$ cat src/rtl/seg7_pkg.sv
// Shared types, glyph constants and the 4-bit to 7-segment lookup for the
// multiplexed display driver. Segments are ordered a..g with seg[0]=a, active-low.
package seg7_pkg;

    typedef logic [0:6] seg_t;

    localparam seg_t SEG_0     = 7'b0000001;
    localparam seg_t SEG_1     = 7'b1001111;
    localparam seg_t SEG_2     = 7'b0010010;
    localparam seg_t SEG_3     = 7'b0000110;
    localparam seg_t SEG_4     = 7'b1001100;
    localparam seg_t SEG_5     = 7'b0100100;
    localparam seg_t SEG_6     = 7'b0100000;
    localparam seg_t SEG_7     = 7'b0001111;
    localparam seg_t SEG_8     = 7'b0000000;
    localparam seg_t SEG_9     = 7'b0000100;
    localparam seg_t SEG_A     = 7'b0001000;
    localparam seg_t SEG_B     = 7'b1100000;
    localparam seg_t SEG_C     = 7'b0110001;
    localparam seg_t SEG_D     = 7'b1000010;
    localparam seg_t SEG_E     = 7'b0110000;
    localparam seg_t SEG_F     = 7'b0111000;
    localparam seg_t SEG_BLANK = 7'b1111111;

    function automatic seg_t digit_to_seg(input logic [3:0] code, input logic hex_mode);
        seg_t glyph;
        case (code)
            4'd0:    glyph = SEG_0;
            4'd1:    glyph = SEG_1;
            4'd2:    glyph = SEG_2;
            4'd3:    glyph = SEG_3;
            4'd4:    glyph = SEG_4;
            4'd5:    glyph = SEG_5;
            4'd6:    glyph = SEG_6;
            4'd7:    glyph = SEG_7;
            4'd8:    glyph = SEG_8;
            4'd9:    glyph = SEG_9;
            // Non-decimal codes only render when the build opts into hex digits.
            4'd10:   glyph = hex_mode ? SEG_A : SEG_BLANK;
            4'd11:   glyph = hex_mode ? SEG_B : SEG_BLANK;
            4'd12:   glyph = hex_mode ? SEG_C : SEG_BLANK;
            4'd13:   glyph = hex_mode ? SEG_D : SEG_BLANK;
            4'd14:   glyph = hex_mode ? SEG_E : SEG_BLANK;
            4'd15:   glyph = hex_mode ? SEG_F : SEG_BLANK;
            default: glyph = SEG_BLANK;
        endcase
        return glyph;
    endfunction

endpackage

$ cat src/rtl/seg7_hex_dec.sv
// Combinational digit decoder: one 4-bit code to an active-low segment pattern.
module seg7_hex_dec
    import seg7_pkg::*;
#(
    parameter int HEX_MODE = 0
) (
    input  logic [3:0] code,
    output seg_t       seg
);

    assign seg = digit_to_seg(code, (HEX_MODE != 0));

endmodule

$ cat src/rtl/seg7_scan.sv
// Time-multiplexed common-anode 7-segment driver with per-frame snapshots,
// leading-zero blanking, decimal points and registered pin outputs.
module seg7_scan
    import seg7_pkg::*;
#(
    parameter int NUM_DIGITS    = 4,
    parameter int SCAN_DIV      = 50000,
    parameter int HEX_MODE      = 0,
    parameter int AN_ACTIVE_LOW = 1
) (
    input  logic                      clk,
    input  logic                      rst,
    input  logic                      en,
    input  logic [4*NUM_DIGITS-1:0]   value,
    input  logic [NUM_DIGITS-1:0]     dp_in,
    input  logic                      blank_lz,
    output seg_t                      seg,
    output logic                      dp,
    output logic [NUM_DIGITS-1:0]     an,
    output logic                      frame_st
);

    localparam int PW = $clog2(SCAN_DIV);
    localparam int IW = $clog2(NUM_DIGITS);
    localparam logic [NUM_DIGITS-1:0] AN_OFF = (AN_ACTIVE_LOW != 0) ? {NUM_DIGITS{1'b1}} : {NUM_DIGITS{1'b0}};

    logic [PW-1:0]           presc_r;
    logic [IW-1:0]           idx_r;
    logic [4*NUM_DIGITS-1:0] snap_r;
    logic [NUM_DIGITS-1:0]   snap_dp_r;
    logic                    snap_blz_r;
    logic                    load_pend_r;

    logic                    tick_s;
    logic                    last_digit_s;
    logic                    take_s;
    logic [3:0]              cur_code_s;
    seg_t                    dec_seg_s;
    logic [NUM_DIGITS-1:0]   blank_mask_s;
    logic [NUM_DIGITS-1:0]   an_on_s;

    assign tick_s       = (presc_r == PW'(SCAN_DIV - 1));
    assign last_digit_s = (idx_r == IW'(NUM_DIGITS - 1));
    assign take_s       = en & (load_pend_r | (tick_s & last_digit_s));
    assign cur_code_s   = snap_r[{idx_r, 2'b00} +: 4];
    assign an_on_s      = {{(NUM_DIGITS-1){1'b0}}, 1'b1} << idx_r;

    seg7_hex_dec #(.HEX_MODE(HEX_MODE)) u_dec (
        .code (cur_code_s),
        .seg  (dec_seg_s)
    );

    // Prescaler and digit index; both freeze while the display is disabled.
    always_ff @(posedge clk or posedge rst) begin
        if (rst) begin
            presc_r <= {PW{1'b0}};
            idx_r   <= {IW{1'b0}};
        end else if (en) begin
            if (tick_s) begin
                presc_r <= {PW{1'b0}};
                idx_r   <= last_digit_s ? {IW{1'b0}} : idx_r + IW'(1);
            end else begin
                presc_r <= presc_r + PW'(1);
            end
        end
    end

    // Frame snapshot: inputs are sampled once per frame so a scan never tears.
    always_ff @(posedge clk or posedge rst) begin
        if (rst) begin
            snap_r      <= {(4*NUM_DIGITS){1'b0}};
            snap_dp_r   <= {NUM_DIGITS{1'b0}};
            snap_blz_r  <= 1'b0;
            load_pend_r <= 1'b1;
        end else if (take_s) begin
            snap_r      <= value;
            snap_dp_r   <= dp_in;
            snap_blz_r  <= blank_lz;
            load_pend_r <= 1'b0;
        end
    end

    // Leading-zero mask: walk from the top digit down while every digit seen is zero.
    always_comb begin
        logic upper_zero;
        upper_zero   = 1'b1;
        blank_mask_s = {NUM_DIGITS{1'b0}};
        for (int i = NUM_DIGITS - 1; i >= 0; i--) begin
            upper_zero = upper_zero & (snap_r[4*i +: 4] == 4'd0);
            if (snap_blz_r && (i > 0) && upper_zero) begin
                blank_mask_s[i] = 1'b1;
            end else begin
                blank_mask_s[i] = 1'b0;
            end
        end
    end

    // Pin registers, one cycle behind the index/snapshot they are derived from.
    always_ff @(posedge clk or posedge rst) begin
        if (rst) begin
            seg      <= SEG_BLANK;
            dp       <= 1'b1;
            an       <= AN_OFF;
            frame_st <= 1'b0;
        end else if (!en) begin
            seg      <= SEG_BLANK;
            dp       <= 1'b1;
            an       <= AN_OFF;
            frame_st <= 1'b0;
        end else begin
            seg      <= blank_mask_s[idx_r] ? SEG_BLANK : dec_seg_s;
            dp       <= blank_mask_s[idx_r] ? 1'b1 : ~snap_dp_r[idx_r];
            an       <= (AN_ACTIVE_LOW != 0) ? ~an_on_s : an_on_s;
            frame_st <= take_s;
        end
    end

endmodule

$ cat config.mk
export PLATFORM = sky130hd
export DESIGN_NAME = seg7_scan
export DESIGN_NICKNAME = d
export VERILOG_FILES = /design/src/rtl/seg7_pkg.sv /design/src/rtl/seg7_hex_dec.sv /design/src/rtl/seg7_scan.sv
export SDC_FILE = /design/constraint.sdc
export NUM_CORES = 1
export LEC_CHECK = 0
export CAP_MARGIN = 5
export CORE_MARGIN = 5
export CORE_UTILIZATION = 58
export DETAILED_ROUTE_END_ITERATION = 6
export PLACE_DENSITY_LB_ADDON = 0.12
export SLEW_MARGIN = 20
export SYNTH_ARGS = -nofsm -noshare
export SYNTH_HDL_FRONTEND = slang
export SYNTH_SLANG_ARGS = --single-unit
$ cat constraint.sdc
create_clock -name clk -period 5.6 [get_ports clk]
set_input_delay 0.84 -clock clk [delete_from_list [all_inputs] [get_ports clk]]
set_output_delay 0.84 -clock clk [all_outputs]
set_load 0.05 [all_outputs]
==> metrics.txt, run 1 <==
clk sinks 53; FMAX 368 MHz; first-pass GRT wire length 7.92 mm; Resized cells post-CTS 0; clock-pin slew on the worst setup and hold paths 90 ps; WL/cell around 16 um; count of cell types in the netlist 41; RR Endpoint snap_r[0]; Clk Latency, worst-skew pair a little over 300 ps; DIE AREA 6050 um^2; dpl hpwl 3.35 mm; gpl congestion 0.799; P&R area growth vs syn 17.5%; CP Class input port to register; initial cell density of the core 60.4%; fin cells 300; synth top area cells dfrtp_1 (38%), dfstp_2 (13%), mux2_4 (11%); CTS Hold Bufs 0; DRC 0; Die Width 77.8 um; flops & latches, synth 53; power per cell area about 230 nW/um^2; layout cells sized above 1 23.8%; post-synthesis cell count approximately 210; Setup crit end kind register; slowest library cell on the worst path clkdlybuf4s50_1; worst-path cell chain clkdlybuf4s50_1 > nand4_1 > nor4_4 > nand2b_1 > mux2i_1; largest stage delay on the critical path 1050 ps; final slew viol count 0; Slew @ Worst Pin 876 ps; largest net degree at the start of global routing 54; min-delay src presc_r[13]; area leader, netlist dfrtp_1; CP arrival 2920 ps; initial antenna violation count 0; clock skew just over 7 ps; Cell Count Post-Placement 292; Synth Area per Inst 12.5 um^2; Most used DFF post-synth dfrtp_1; post-CTS setup buffer count 0; Clock Path Buffers 2; worst min path class register to register; Top-Level Pins 37; Tot GR Track Use 16.4%; critical path launch point type input port; EDFF count, synth 0; Hold EP presc_r[13]; Hold Fails Final Rpt 0; TritonCTS clock tree done; Mapped Nets 248; worst reg2reg path startpoint presc_r[11]; die height roughly 80 um; reg2reg path depth 5; R2R Setup Slk roughly 3500 ps; max_cap viols 0; Seq/Total Area, Yosys around half; top-area cell type share of the netlist area 37.6%; critical-path maximum fanout 27; Leakage 1.45 nW; Synth async-reset ratio 100%; Worst Path Required 5800 ps; Rel. slew slack between 40% and 50%; synthesized area 2670 um^2; TritonCTS Buffers 5; via/cell ratio 5.53; crit share post-route 48.5%; NumNets Final around 280; worst hold stages 1; port buffer count 36; Remaining Overflow, GRT 0; Core Area 4410 um^2; total routed wirelength 4.69 mm; Routed Antenna Nets 0; initial drt markers between 50 and 60; vias 1659; DR pass1 iterations 4; Worst IR Drop VDD 0.155 mV; Tmin final 2720 ps; setup tns final 0 ps; RSZ-0062 raised after global routing false; Root Buffer Master clkbuf_8; n_diodes 0; Final setup viols 0; Row Count 24; status finished, final reports clean; H-tree depth 2; yosys warns 0; vias in the first global route roughly 1600
==> synth_stat cells, types with 2 or more instances <==
master,n
and3_1,2
nor2_1,11
and4_1,4
ha_1,11
mux2_2,4
nand3_1,12
xor2_1,6
buf_2,2
mux2i_1,2
buf_6,2
mux4_2,5
o21ai_0,6
o211ai_1,5
nor4_4,2
inv_1,13
a21oi_1,5
or4b_4,2
dfrtp_1,40
mux2_4,19
xnor2_1,5
nand2_1,11
nand4_1,7
nor4_1,3
clkbuf_1,5
dfstp_2,13
==> report_power, final <==
| group | total, W | switching (W) | internal (W) |
|---|---|---|---|
| registers | 0.000435 | 0.0000296 | 0.000405 |
| clock network | 0.000210 | 0.000124 | 0.0000865 |
| logic | 0.0000850 | 0.0000420 | 0.0000430 |
| total | 0.000730 | 0.000195 | 0.000535 |
==> kinds of logic (layout without fill, tap and decap cells) <==
| kind of cell | after synthesis | count (layout) | synth area share (%) |
|---|---|---|---|
| buffers and inverters | 24 | 59 | 4.04 |
| multiplexers | 30 | 30 | 17.4 |
| flip-flops | 53 | 53 | 50.4 |
| AND/OR/NAND/NOR | 61 | 61 | 14.0 |
| XOR/XNOR | 11 | 11 | 3.61 |
| adder cells (fa/ha/maj) | 11 | 11 | 5.16 |
| AO/OA/AOI/OAI | 23 | 23 | 5.40 |
==> worst max-delay path: cells and delay by family <==
kind | cells | cell delay, ps
muxes | 1 | 60
buffers and inverters | 1 | 1050
and+or+nand+nor | 3 | 960
==> area by class of cell <==
type	count	area, um^2
Clock buffer	5	68.8
Clock inverter	3	17.5
Fill cell	338	1280
Inverter	14	53.8
Multi-Input combinational cell	136	1210
Sequential cell	53	1340
Tap cell	52	65.1
Timing Repair Buffer	37	368
==> worst max-delay path by stage <==
stage               start     endpoint  slack [ps]  cells past startpoint
finish                 en  presc_r[15]        2880                      5
global placement       en  presc_r[15]        2640                      5
global route           en  presc_r[15]        2710                      5
CTS                    en  presc_r[15]        2920                      5
floorplan             rst     frame_st        3500                      1
detailed placement     en  presc_r[15]        2590                      5
==> cell usage in the layout, fill, tap and decap left out, types with 2 or more instances in the layout <==
master / n
inv_1: 12
nor4_1: 3
o211ai_1: 5
dfstp_2: 13
o21ai_0: 6
dfrtp_1: 40
nand4_1: 7
xnor2_1: 5
and4_1: 4
mux2_4: 19
mux2i_1: 2
nand3_1: 12
clkinv_2: 3
mux4_2: 5
clkbuf_8: 5
ha_1: 11
or4b_4: 2
clkdlybuf4s50_1: 36
nor4_4: 2
and3_1: 2
nand2_1: 11
nor2_1: 11
xor2_1: 6
mux2_2: 4
a21oi_1: 5
==> stage by stage <==
stage	hold WS (ps)	utilization [%]	power [W]	worst slack [ps]	instance area [um^2]
2_1_floorplan	450	-	0.000493	3500	2670
3_3_place_gp	474	68.9	0.000524	2640	3040
3_5_place_dp	483	68.9	0.000527	2590	3040
4_1_cts	498	70.9	0.000739	2920	3130
5_1_grt	521	70.9	0.000771	2710	3130
6_report	496	70.9	0.000730	2880	3130
==> sequential cells by signal, summed over array words and instances (netlist names) <==
register / count
an: 4
dp: 1
frame_st: 1
idx_r: 2
load_pend_r: 1
presc_r: 16
seg: 7
snap_blz_r: 1
snap_dp_r: 4
snap_r: 16
==> per-layer routing <==
metal	global-route usage [%]	part of all wire [%]	wire [um]	up-vias
met2	23.6	43	2030	41
met3	4.86	6.1	286	5
met4	5.15	1.4	64	0
li1	-	-	-	819
met1	23.9	49	2310	794
met5	0	0	0	-
(Power assumes the default switching activity.)
==> inputs of run 2 (changes only) <==
- CORE_UTILIZATION: 58 -> 54
- clock period: 5.6 -> 2.6 ns (I/O delays scaled with it)
==> run 2 against run 1 <==
Effect of this change:
- highest routed layer unchanged
- clock power increased by 110%
- clock skew increased by 3.6 ps
- first-iteration DRC count increased by 21%
- flip-flop and latch count unchanged
- design area increased by 1.6%
==> metrics.txt, run 2 (synthesis results as in run 1) <==
internal power 0.00116 W (+120%); gpl congestion 0.800 (about the same); status finished, final reports clean; largest stage delay on the critical path 650 ps (-400 ps); Clock Path Buffers 2 (unchanged); Filler cells 371 (+9.8%); n_diodes 0 (unchanged); CP most frequent cell inv_1; Setup Slack @ Placement 519 ps (-2070 ps); crit path setup slack, layout 513 ps (-2370 ps); first-pass GRT wire length 8.01 mm (+1.1%); clock-pin slew on the worst setup and hold paths 100 ps (about the same); FMAX around 480 MHz; Tot GR Track Use 16.0% (-0.41 points); port buffer count 36 (unchanged); clock skew 10.8 ps (+3.57 ps); Top-Level Pins 37 (unchanged); Row Count 25 (+4.2%); DR pass1 iterations 4 (unchanged); via/cell ratio 5.28 (-4.5%); Remaining Overflow, GRT 0 (unchanged); worst path buffer plus inverter count 2 (+1); H-tree depth 2 (unchanged); Die Width 80.3 um (+3.2%); worst min path class input port to asynchronous set/reset pin; CP delay by family, top multiplexers; Tmin final 2090 ps; critical-path maximum fanout 9 (-67%); TritonCTS clock tree done; clk sinks 53 (unchanged); most common cell after layout, fill and taps aside dfrtp_1; Worst IR Drop VDD 0.337 mV (+120%); FF/Latch Area 1340 um^2 (unchanged); Clk pwr share 28.2% (-0.6 points); NumNets Final 287 (+1.8%); CP arrival 2310 ps (-610 ps); worst-path cell chain mux4_2 > inv_1 > ha_1 > inv_1 > o21bai_1 > a21oi_1 > o211ai_1; P&R area growth vs syn 19.4%; slowest library cell on the worst path mux4_2; critical path launch point type register; max_cap viols 0 (unchanged); worst reg2reg path startpoint idx_r[0]; layout cells sized above 1 24.9% (+1.1 points); post-CTS setup buffer count 0 (unchanged); switching power 0.000411 W (+110%); DIE AREA 6440 um^2 (+6.4%); initial cell density of the core 56.1% (-4.3 points); setup tns final 0 ps (unchanged); Hold Fails Final Rpt 0 (unchanged); Clk Latency, worst-skew pair 310 ps (about the same); initial drt markers 64 (+21%); RSZ-0062 raised after global routing false; TritonCTS Buffers 5 (unchanged); initial antenna violation count 0 (unchanged); Setup crit end kind register; Final setup viols 0 (unchanged); DRC 0 (unchanged); reg2reg path depth 7 (+2); Regs by FF count presc_r: 16 flops, snap_r: 16 flops, seg: 7 flops; Core Area 4750 um^2 (+7.7%); Worst Path Required 2820 ps (-2980 ps); Root Buffer Master clkbuf_8; crit share post-route 80.3%; total routed wirelength 4.57 mm (-2.6%); R2R Setup Slk 510 ps (-2940 ps); final slew viol count 0 (unchanged); dpl hpwl 3.38 mm (+0.97%); Seq pwr share 59.9% (+0.3 points); combinational power share 11.9% (+0.3 points); most frequent cells in the layout dfrtp_1 (40), clkdlybuf4s50_1 (36), mux2_4 (19); largest net degree at the start of global routing 23 (-57%); Leakage 1.48 nW (+1.7%); vias 1690 (+1.9%); vias in the first global route 1657 (+2.5%); Slew @ Worst Pin 666 ps (-210 ps); Rel. slew slack 55.2% (+14 points); CP Depth 7 (+2); die height 80.3 um (+3.2%); CP Class register to register; power per cell area 492 nW/um^2 (+110%); Sw Share 26.2% (-0.52 points); WL/cell 14.3 um (-8.6%); area of the multi-input gates 1210 um^2 (unchanged); CTS Hold Bufs 0 (unchanged); fin cells 320 (+6.7%); Cell Count Post-Placement 312 (+6.8%); Routed Antenna Nets 0 (unchanged); Resized cells post-CTS 0 (unchanged); RR Endpoint seg[3]
==> run 2: cell count changes in the layout (fill, tap and decap cells not counted), sizes merged <==
cell,change
inv,+1
clkinv,-1
clkbuf,+1
clkinvlp,-1
buf,+5
==> run 2: cell type report <==
type	count	area share, %
Timing Repair Buffer	42	12.7
Multi-Input combinational cell	136	38.2
Sequential cell	53	42.2
Clock buffer	6	2.28
Clock inverter	2	0.315
Inverter	14	1.65
Tap cell	67	2.63
==> run 2: per-layer routing <==
layer	GRT usage [%]	part of all wire, %	wire (um)	up-vias
li1	-	-	-	838
met1	24.1	51	2310	812
met2	23.2	45	2040	36
met3	3.92	4.1	186	4
met4	3.89	0.70	32	0
met5	0	0	0	-
==> run 2: through the flow <==
stage	instance area, um^2	hold slack (ps)	total power (W)	utilization [%]
floorplan	2670	450	0.00106	-
finish	3180	338	0.00157	66.9
global route	3180	368	0.00165	66.9
CTS	3180	351	0.00158	66.9
global placement	3100	472	0.00113	65.2
detailed placement	3100	483	0.00114	65.2
==> run 2: power groups by stage <==
stage | clock, W | sequential (W) | combinational, W
2_1_floorplan | 0 | 0.000944 | 0.000118
3_3_place_gp | 0 | 0.000949 | 0.000185
3_5_place_dp | 0 | 0.000951 | 0.000189
4_1_cts | 0.000456 | 0.000935 | 0.000190
5_1_grt | 0.000494 | 0.000947 | 0.000209
6_report | 0.000441 | 0.000938 | 0.000187
==> run 2: how the worst max path moves through the flow <==
stage | startpoint | end | slack [ps]
after floorplan | presc_r[11] | snap_r[0] | 670
after global placement | idx_r[0] | seg[3] | 540
after detailed placement | idx_r[0] | seg[3] | 520
after CTS | idx_r[0] | seg[3] | 490
after global routing | idx_r[0] | seg[6] | 330
final | idx_r[0] | seg[3] | 510
